## src/rtl/alu_seq_unit.sv

```systemverilog
// alu_seq_unit: registered 32-bit execute stage with valid/ready handshakes.
// Single-cycle logic/arithmetic ops, iterative 1-bit/cycle shifts and a
// 32-step shift-add multiply. The result/flag registers change only on
// entry to DONE, so the downstream zero flag stays stable between completions.
module alu_seq_unit #(
    parameter int WIDTH      = 32,
    parameter int MUL_CYCLES = 32
) (
    input  logic             clk,
    input  logic             reset,
    input  logic             in_valid,
    output logic             in_ready,
    input  logic [3:0]       command,
    input  logic [WIDTH-1:0] operandA,
    input  logic [WIDTH-1:0] operandB,
    output logic             out_valid,
    input  logic             out_ready,
    output logic [WIDTH-1:0] result,
    output logic             carryout,
    output logic             overflow
);

    localparam logic [3:0] CMD_ADD  = 4'd0;
    localparam logic [3:0] CMD_SUB  = 4'd1;
    localparam logic [3:0] CMD_XOR  = 4'd2;
    localparam logic [3:0] CMD_SLT  = 4'd3;
    localparam logic [3:0] CMD_AND  = 4'd4;
    localparam logic [3:0] CMD_NAND = 4'd5;
    localparam logic [3:0] CMD_NOR  = 4'd6;
    localparam logic [3:0] CMD_OR   = 4'd7;
    localparam logic [3:0] CMD_SLL  = 4'd8;
    localparam logic [3:0] CMD_SRL  = 4'd9;
    localparam logic [3:0] CMD_SRA  = 4'd10;
    localparam logic [3:0] CMD_MUL  = 4'd11;

    typedef enum logic [1:0] {IDLE, BUSY, DONE} state_t;

    state_t           state, state_next;
    logic [3:0]       cmd_q;
    logic [WIDTH-1:0] work_q;   // shift operand, or multiplier/low product
    logic [WIDTH-1:0] mcand_q;  // multiplicand
    logic [WIDTH-1:0] hi_q;     // high half of the running product
    logic [4:0]       cnt_q;

    logic             is_multi;
    logic [WIDTH:0]   sum33;
    logic [WIDTH-1:0] alu_res;
    logic             alu_c, alu_v;
    logic [WIDTH:0]   mul_sum;
    logic [WIDTH-1:0] step_work, step_hi;
    logic             step_bit;

    // Requests needing BUSY: any multiply, or a shift by a nonzero amount.
    assign is_multi = (command == CMD_MUL) ||
                      ((command == CMD_SLL || command == CMD_SRL || command == CMD_SRA) &&
                       (operandB[4:0] != 5'd0));

    // Single-cycle result and flags, evaluated from the live inputs at accept.
    always_comb begin
        // NOTE: every output of a combinational block gets a default first so no latch is inferred.
        alu_res = '0;
        alu_c   = 1'b0;
        alu_v   = 1'b0;
        sum33   = '0;
        case (command)
            CMD_ADD: begin
                sum33   = {1'b0, operandA} + {1'b0, operandB};
                alu_res = sum33[WIDTH-1:0];
                alu_c   = sum33[WIDTH];
                alu_v   = (operandA[WIDTH-1] == operandB[WIDTH-1]) &&
                          (alu_res[WIDTH-1] != operandA[WIDTH-1]);
            end
            CMD_SUB: begin
                sum33   = {1'b0, operandA} + {1'b0, ~operandB} + {{WIDTH{1'b0}}, 1'b1};
                alu_res = sum33[WIDTH-1:0];
                alu_c   = sum33[WIDTH];
                alu_v   = (operandA[WIDTH-1] != operandB[WIDTH-1]) &&
                          (alu_res[WIDTH-1] != operandA[WIDTH-1]);
            end
            CMD_XOR:  alu_res = operandA ^ operandB;
            // Direct signed compare, so it stays right when A-B overflows.
            CMD_SLT:  alu_res = {{(WIDTH-1){1'b0}}, ($signed(operandA) < $signed(operandB))};
            CMD_AND:  alu_res = operandA & operandB;
            CMD_NAND: alu_res = ~(operandA & operandB);
            CMD_NOR:  alu_res = ~(operandA | operandB);
            CMD_OR:   alu_res = operandA | operandB;
            // Only reached with a zero shift amount: result is A, no bit shifted out.
            CMD_SLL, CMD_SRL, CMD_SRA: alu_res = operandA;
            default:  alu_res = '0;
        endcase
    end

    // One iteration of the latched multi-cycle operation.
    always_comb begin
        step_work = work_q;
        step_hi   = hi_q;
        step_bit  = 1'b0;
        mul_sum   = '0;
        case (cmd_q)
            CMD_SLL: begin
                step_work = {work_q[WIDTH-2:0], 1'b0};
                step_bit  = work_q[WIDTH-1];
            end
            CMD_SRL: begin
                step_work = {1'b0, work_q[WIDTH-1:1]};
                step_bit  = work_q[0];
            end
            CMD_SRA: begin
                step_work = {work_q[WIDTH-1], work_q[WIDTH-1:1]};
                step_bit  = work_q[0];
            end
            CMD_MUL: begin
                mul_sum   = {1'b0, hi_q} + (work_q[0] ? {1'b0, mcand_q} : '0);
                step_hi   = mul_sum[WIDTH:1];
                step_work = {mul_sum[0], work_q[WIDTH-1:1]};
            end
            default: ;
        endcase
    end

    // State register.
    always_ff @(posedge clk) begin
        // NOTE: sequential state uses non-blocking assignments only.
        if (reset) state <= IDLE;
        else       state <= state_next;
    end

    // Next-state logic; handshake outputs decode registered state only.
    always_comb begin
        state_next = state;
        in_ready   = (state == IDLE);
        out_valid  = (state == DONE);
        case (state)
            IDLE: if (in_valid) state_next = is_multi ? BUSY : DONE;
            BUSY: if (cnt_q == 5'd0) state_next = DONE;
            DONE: if (out_ready) state_next = IDLE;
            default: state_next = IDLE;
        endcase
    end

    // Datapath: latch on accept, iterate in BUSY, write outputs on entry to DONE.
    always_ff @(posedge clk) begin
        if (reset) begin
            cmd_q    <= '0;
            work_q   <= '0;
            mcand_q  <= '0;
            hi_q     <= '0;
            cnt_q    <= '0;
            result   <= '0;
            carryout <= 1'b0;
            overflow <= 1'b0;
        end else if (state == IDLE && in_valid) begin
            cmd_q   <= command;
            work_q  <= operandA;
            mcand_q <= operandB;
            hi_q    <= '0;
            cnt_q   <= (command == CMD_MUL) ? 5'(MUL_CYCLES - 1) : (operandB[4:0] - 5'd1);
            if (!is_multi) begin
                result   <= alu_res;
                carryout <= alu_c;
                overflow <= alu_v;
            end
        end else if (state == BUSY) begin
            work_q <= step_work;
            hi_q   <= step_hi;
            if (cnt_q == 5'd0) begin
                result   <= step_work;
                carryout <= (cmd_q == CMD_MUL) ? (|step_hi) : step_bit;
                overflow <= 1'b0;
            end else begin
                cnt_q <= cnt_q - 5'd1;
            end
        end
    end

endmodule

```

## config.mk

```make
export PLATFORM = sky130hd
export DESIGN_NAME = alu_seq_unit
export DESIGN_NICKNAME = d
export VERILOG_FILES = /design/src/rtl/alu_seq_unit.sv
export SDC_FILE = /design/constraint.sdc
export NUM_CORES = 1
export LEC_CHECK = 0
export CORE_ASPECT_RATIO = 1.5
export CORE_MARGIN = 5
export CORE_UTILIZATION = 45
export DETAILED_ROUTE_END_ITERATION = 10
export HOLD_SLACK_MARGIN = 0.06
export PLACE_DENSITY = 0.72
export SLEW_MARGIN = 20
export SYNTH_ARGS = -nofsm -noshare
export SYNTH_HDL_FRONTEND = slang
export SYNTH_SLANG_ARGS = --single-unit
```

## constraint.sdc

```tcl
create_clock -name clk -period 4.85 [get_ports clk]
set_input_delay 0.97 -clock clk [delete_from_list [all_inputs] [get_ports clk]]
set_output_delay 0.97 -clock clk [all_outputs]
set_load 0.01 [all_outputs]
```

== Yosys cells after proc, flatten, opt, wreduce, memory -nomap -nowiden ==
Cells that the tools add are included.
Storage, ports and cells
  flip-flop bits (word level): 141
  input port bits: 72
  output and inout bits: 36
  logic and storage cells: 99
Operators by class
  add/sub/neg operators: 6
  $lt $le $gt $ge: 1
  equal/unequal tests: 26
  multiplexer cells: 31
  bitwise operators: 6
  reductions and logical operators: 20
Operators by type and width (number)
  32-bit one-hot mux with 9 select lines: 1
  32-bit two-way mux: 8
  32-bit one-hot mux with 4 select lines: 1
  32-bit by 32-bit adder with 33-bit output: 3
  32-bit inverter: 3
  33-bit by 1-bit adder with 33-bit output (second input constant): 1
  32-bit AND: 1
  4-bit == test (second input constant): 8
  32-bit less-than comparator: 1
  32-bit OR: 1
  32-bit OR reduction: 1
  32-bit bitwise XOR: 1
  5-bit two-way mux: 4
  4-bit by 3-bit == test with 1-bit output (second input constant): 4
  5-bit by 1-bit subtractor with 5-bit output (second input constant): 2
  1-bit two-way mux: 9
  4-bit by 2-bit == test with 1-bit output (second input constant): 2
  2-bit two-way mux: 4
  2-bit inequality test (second input constant): 3
  1-bit one-hot mux with 2 select lines: 3
  2-bit one-hot mux with 3 select lines: 1
  3-bit AND reduction: 2
  5-bit zero test: 1
  5-bit nonzero test: 1
  14 further kinds: 24

== Longest topological paths before layout ==
  depth after elaboration: 8
  gate-level depth with buffers: 15
  gate-level depth less buffers: 14

== Worst setup path after synthesis ==
No wires, ideal clock.
  kind: input-to-reg
  from: input operandA[6]
  to: register result[30]
  setup time: 88 ps
  arrival time: 3739 ps
  path slack: 1023 ps
  stages: 13
  path through: inv_1 -> ha_1 -> buf_4 -> nor3b_2 -> o31ai_2 -> a2111oi_1 -> o31ai_2 -> o211a_1 -> o211a_1 -> mux2i_1 -> a2111oi_0 -> a221oi_2 -> nor4_2
Between the ends
  word-level cells in the longest chain between the ends: 5
RTL lines
  from (decl): RTL line 14  | input logic [WIDTH-1:0] operandA,
  32-bit by 32-bit adder with 33-bit output: RTL line 74  | sum33 = {1'b0, operandA} + {1'b0, ~operandB} + {{WIDTH{1'b0}}, 1'b1};
  33-bit by 1-bit adder with 33-bit output: RTL line 74
  32-bit one-hot mux with 9 select lines (*): RTL line 65  | case (command)
  32-bit two-way mux (*): RTL line 158  | if (!is_multi) begin
  32-bit two-way mux (*): RTL line 152  | end else if (state == IDLE && in_valid) begin
  to (signal assigned): RTL line 159  | result <= alu_res;
  to (signal assigned): RTL line 167  | result <= step_work;
  to (decl): RTL line 18  | output logic [WIDTH-1:0] result,
Every way passes the cells marked *; elsewhere a longest branch is shown, timed or not. The select of a mux whose other input is x is not followed.
A chain may end at the register's enable or synchronous reset.

== Worst setup path in the final report ==
  from: input operandB[9]
  to: register result[30]
Between the ends
  word-level cells in the longest chain between the ends: 6
RTL lines
  from (decl): RTL line 15  | input logic [WIDTH-1:0] operandB,
  32-bit inverter: RTL line 74
  32-bit by 32-bit adder with 33-bit output: RTL line 74
  33-bit by 1-bit adder with 33-bit output: RTL line 74
  32-bit one-hot mux with 9 select lines (*): RTL line 65
  32-bit two-way mux (*): RTL line 158
  32-bit two-way mux (*): RTL line 152
Marked as above.

==> results.txt <==
Status: finished clean
Final TNS setup: 0 ns
Dpl hpwl: 42,500 um
Maxcap violations: 0
Area leader, netlist: dfxtp_1
H-tree depth reported by CTS: 4
Post-synth EDFFs: 0
LEAKAGE: 6.54 nW
Synth top area cells: dfxtp_1 20%, ha_1 12%, a21oi_1 8.0%
Clock Skew: 0.0104 ns
Clk pin slew, worst setup/hold paths: 0.06 ns
CTS Hold Bufs: 0
Num CTS Buffers: 17
Final setup vio count: 0
Fin. Hold Viols: 0
Vias/cell: 6.31
Vias in the first global route: 15.6k
Min-delay worst type: flop to flop
Iter 0 DRT Violations: 1,435
WP data arrival: 4.83 ns
Post-synth top cells: 249 x nand2_1, 227 x a21oi_1, 170 x nor2_1
Worst setup SP type: primary input
Aggregate global-route resource usage: 31.0%
Core ar.: 31,100 um2
Layout area overhead: 15.3%
Die W: 155 um
Final antenna-violating net count: 0
Worst slew pin tran: 1.02 ns
Delay of the slowest critical-path stage: 0.73 ns
Postcts setup bufs: 0
Synth Flop Type: dfxtp_1
IO Pins: 108
Type of the worst setup path: primary input to flop
Slew headroom: 31.9%
# DRC: 0
CP Buf/Inv Count: 5
Largest net degree at the start of global routing: 68
Initial Utilization: 45.7%
Pwr dens: 238 nW/um2
Worst path cell trace: clkdlybuf4s50_1, inv_1, ha_1, buf_4, inv_1, a21oi_1, a2111oi_1, buf_4, o31ai_2, o211a_1, o211a_1, mux2i_1, a2111oi_0, a221oi_2, nor4_2
Worst VDD drop: 0.263 mV
Synthesized Nets: 2,207
RSZ-0062 raised after global routing: no
Sequential fraction of the synthesis area: 19.8%
Area of the mapped netlist: 14,200 um2
Max clock buf depth: 2
Cts repair resizes: 0
WP data required: 5.22 ns
Total number of vias: 15.7k
Setup WS pre-CTS: 0.107 ns
Total wire length: 56,700 um
Core Rows: 79
Synth Warn #: 0
Synth Instances: 2,001
DR WL/cell: 22.8 um
First-pass GRT wire length: 86,800 um
IO Port Bufs: 107
Layout cells sized above 1: 7.47%
Die area: 35,400 um2
Post-synth ARST share: 0%
Mean post-synth cell area: 7.12 um2
Final Slew Violations: 0
Final #Nets: 2,269
Drt pass-1 iters: 5
#FFs+latches synth: 141
PnR worst setup slack: 0.390 ns
CTS Sinks: 141
CTS tree: yes
Synth top area share: 19.8%
GPL Wtd Cong: 1.02
Slowest CP cell: a2111oi_1
Top-count cell post-synth: nand2_1
Achievable Freq: 224 MHz
Antenna violations before repair: 1
Worst-path fanout max: 6
Root buffer cell: clkbuf_16
Tmin final: 4.46 ns
Chip height: 228 um
Delay-heaviest family, CP: compound AO/OA/AOI/OAI gates
Period Utilization, post-route: 92.0%
CP endpoint kind: flop
Gr ovfl total: 0
Worst-Skew Late Latency: 0.46 ns
Yosys cell types: 87
## layout make-up
cell class | instances | area [um2]
fill | 3100 | 14700
multi-input combinational | 1599 | 10400
sequential | 141 | 2820
timing repair buffer | 190 | 1690
tap | 405 | 507
clock buffer | 20 | 457
inverter | 114 | 430
clock inverter | 12 | 88.8
antenna | 1 | 2.50
## through the flow
step,util (%),instances,area (um2),power (mW),hold WS (ns)
floorplan,-,2001,14200,2.14,0.432
global placement,51.0,2449,15900,2.63,0.438
detailed placement,51.0,2449,15900,2.64,0.444
CTS,52.7,2481,16400,3.90,0.452
global route,52.7,2482,16400,4.09,0.468
finish,52.7,2482,16400,3.91,0.450
## tightest hold or removal path, stage by stage, from the launching register on
cell and delay (ns):
dfxtp_1 0.30, nand2_1 0.05, a21oi_1 0.05
## worst paths after layout
| kind | from | to | slack [ns] | depth (start not counted) |
|---|---|---|---|---|
| max reg2reg | work_q[0]$_SDFFE_PP0P_ | carryout$_SDFFE_PP0P_ | 0.72 | 15 |
| min reg2reg | mcand_q[30]$_SDFFE_PP0P_ | mcand_q[30]$_SDFFE_PP0P_ | 0.45 | 2 |
| min | mcand_q[30]$_SDFFE_PP0P_ | mcand_q[30]$_SDFFE_PP0P_ | 0.45 | 2 |
| max | operandB[9] | result[30]$_SDFFE_PP0P_ | 0.39 | 15 |
## cell families after synthesis
kind of cell	after synthesis	share of synthesized area, %
muxes	51	3.59
adders and majority gates	134	11.9
AOI/OAI and AO/OA	672	30.9
DFF	141	19.8
and+or+nand+nor	655	21.1
buffers and inverters	261	7.29
xor gates and xnor gates	87	5.40
## state kept, by name (all words and copies together), names as in the netlist
name	count
carryout	1
cmd_q	4
cnt_q	5
hi_q	32
mcand_q	32
overflow	1
result	32
state	2
work_q	32
## layout by cell type, fill, tap and decap left out, drive strengths merged, types with 81 or more instances in the layout
cell,instances
nand2,249
a21oi,228
nor2,170
dfxtp,141
ha,131
o21ai,117
inv,115
clkdlybuf4s50,104
buf,86
xnor2,81
## layer usage
layer  track usage, %  part of all wire, %
met3             4.13                  6.2
met2             54.3                   50
met5                0                    0
met1             33.5                   36
met4             22.9                  7.9
## power by group
group,total [mW],leakage [nW],internal (mW),switching [mW]
Sequential,1.29,1.15,1.23,0.0608
Clock,1.26,0.259,0.681,0.574
Combinational,1.36,5.13,0.524,0.837
Total,3.91,6.54,2.44,1.47
Power figures use the tool's default switching activity.
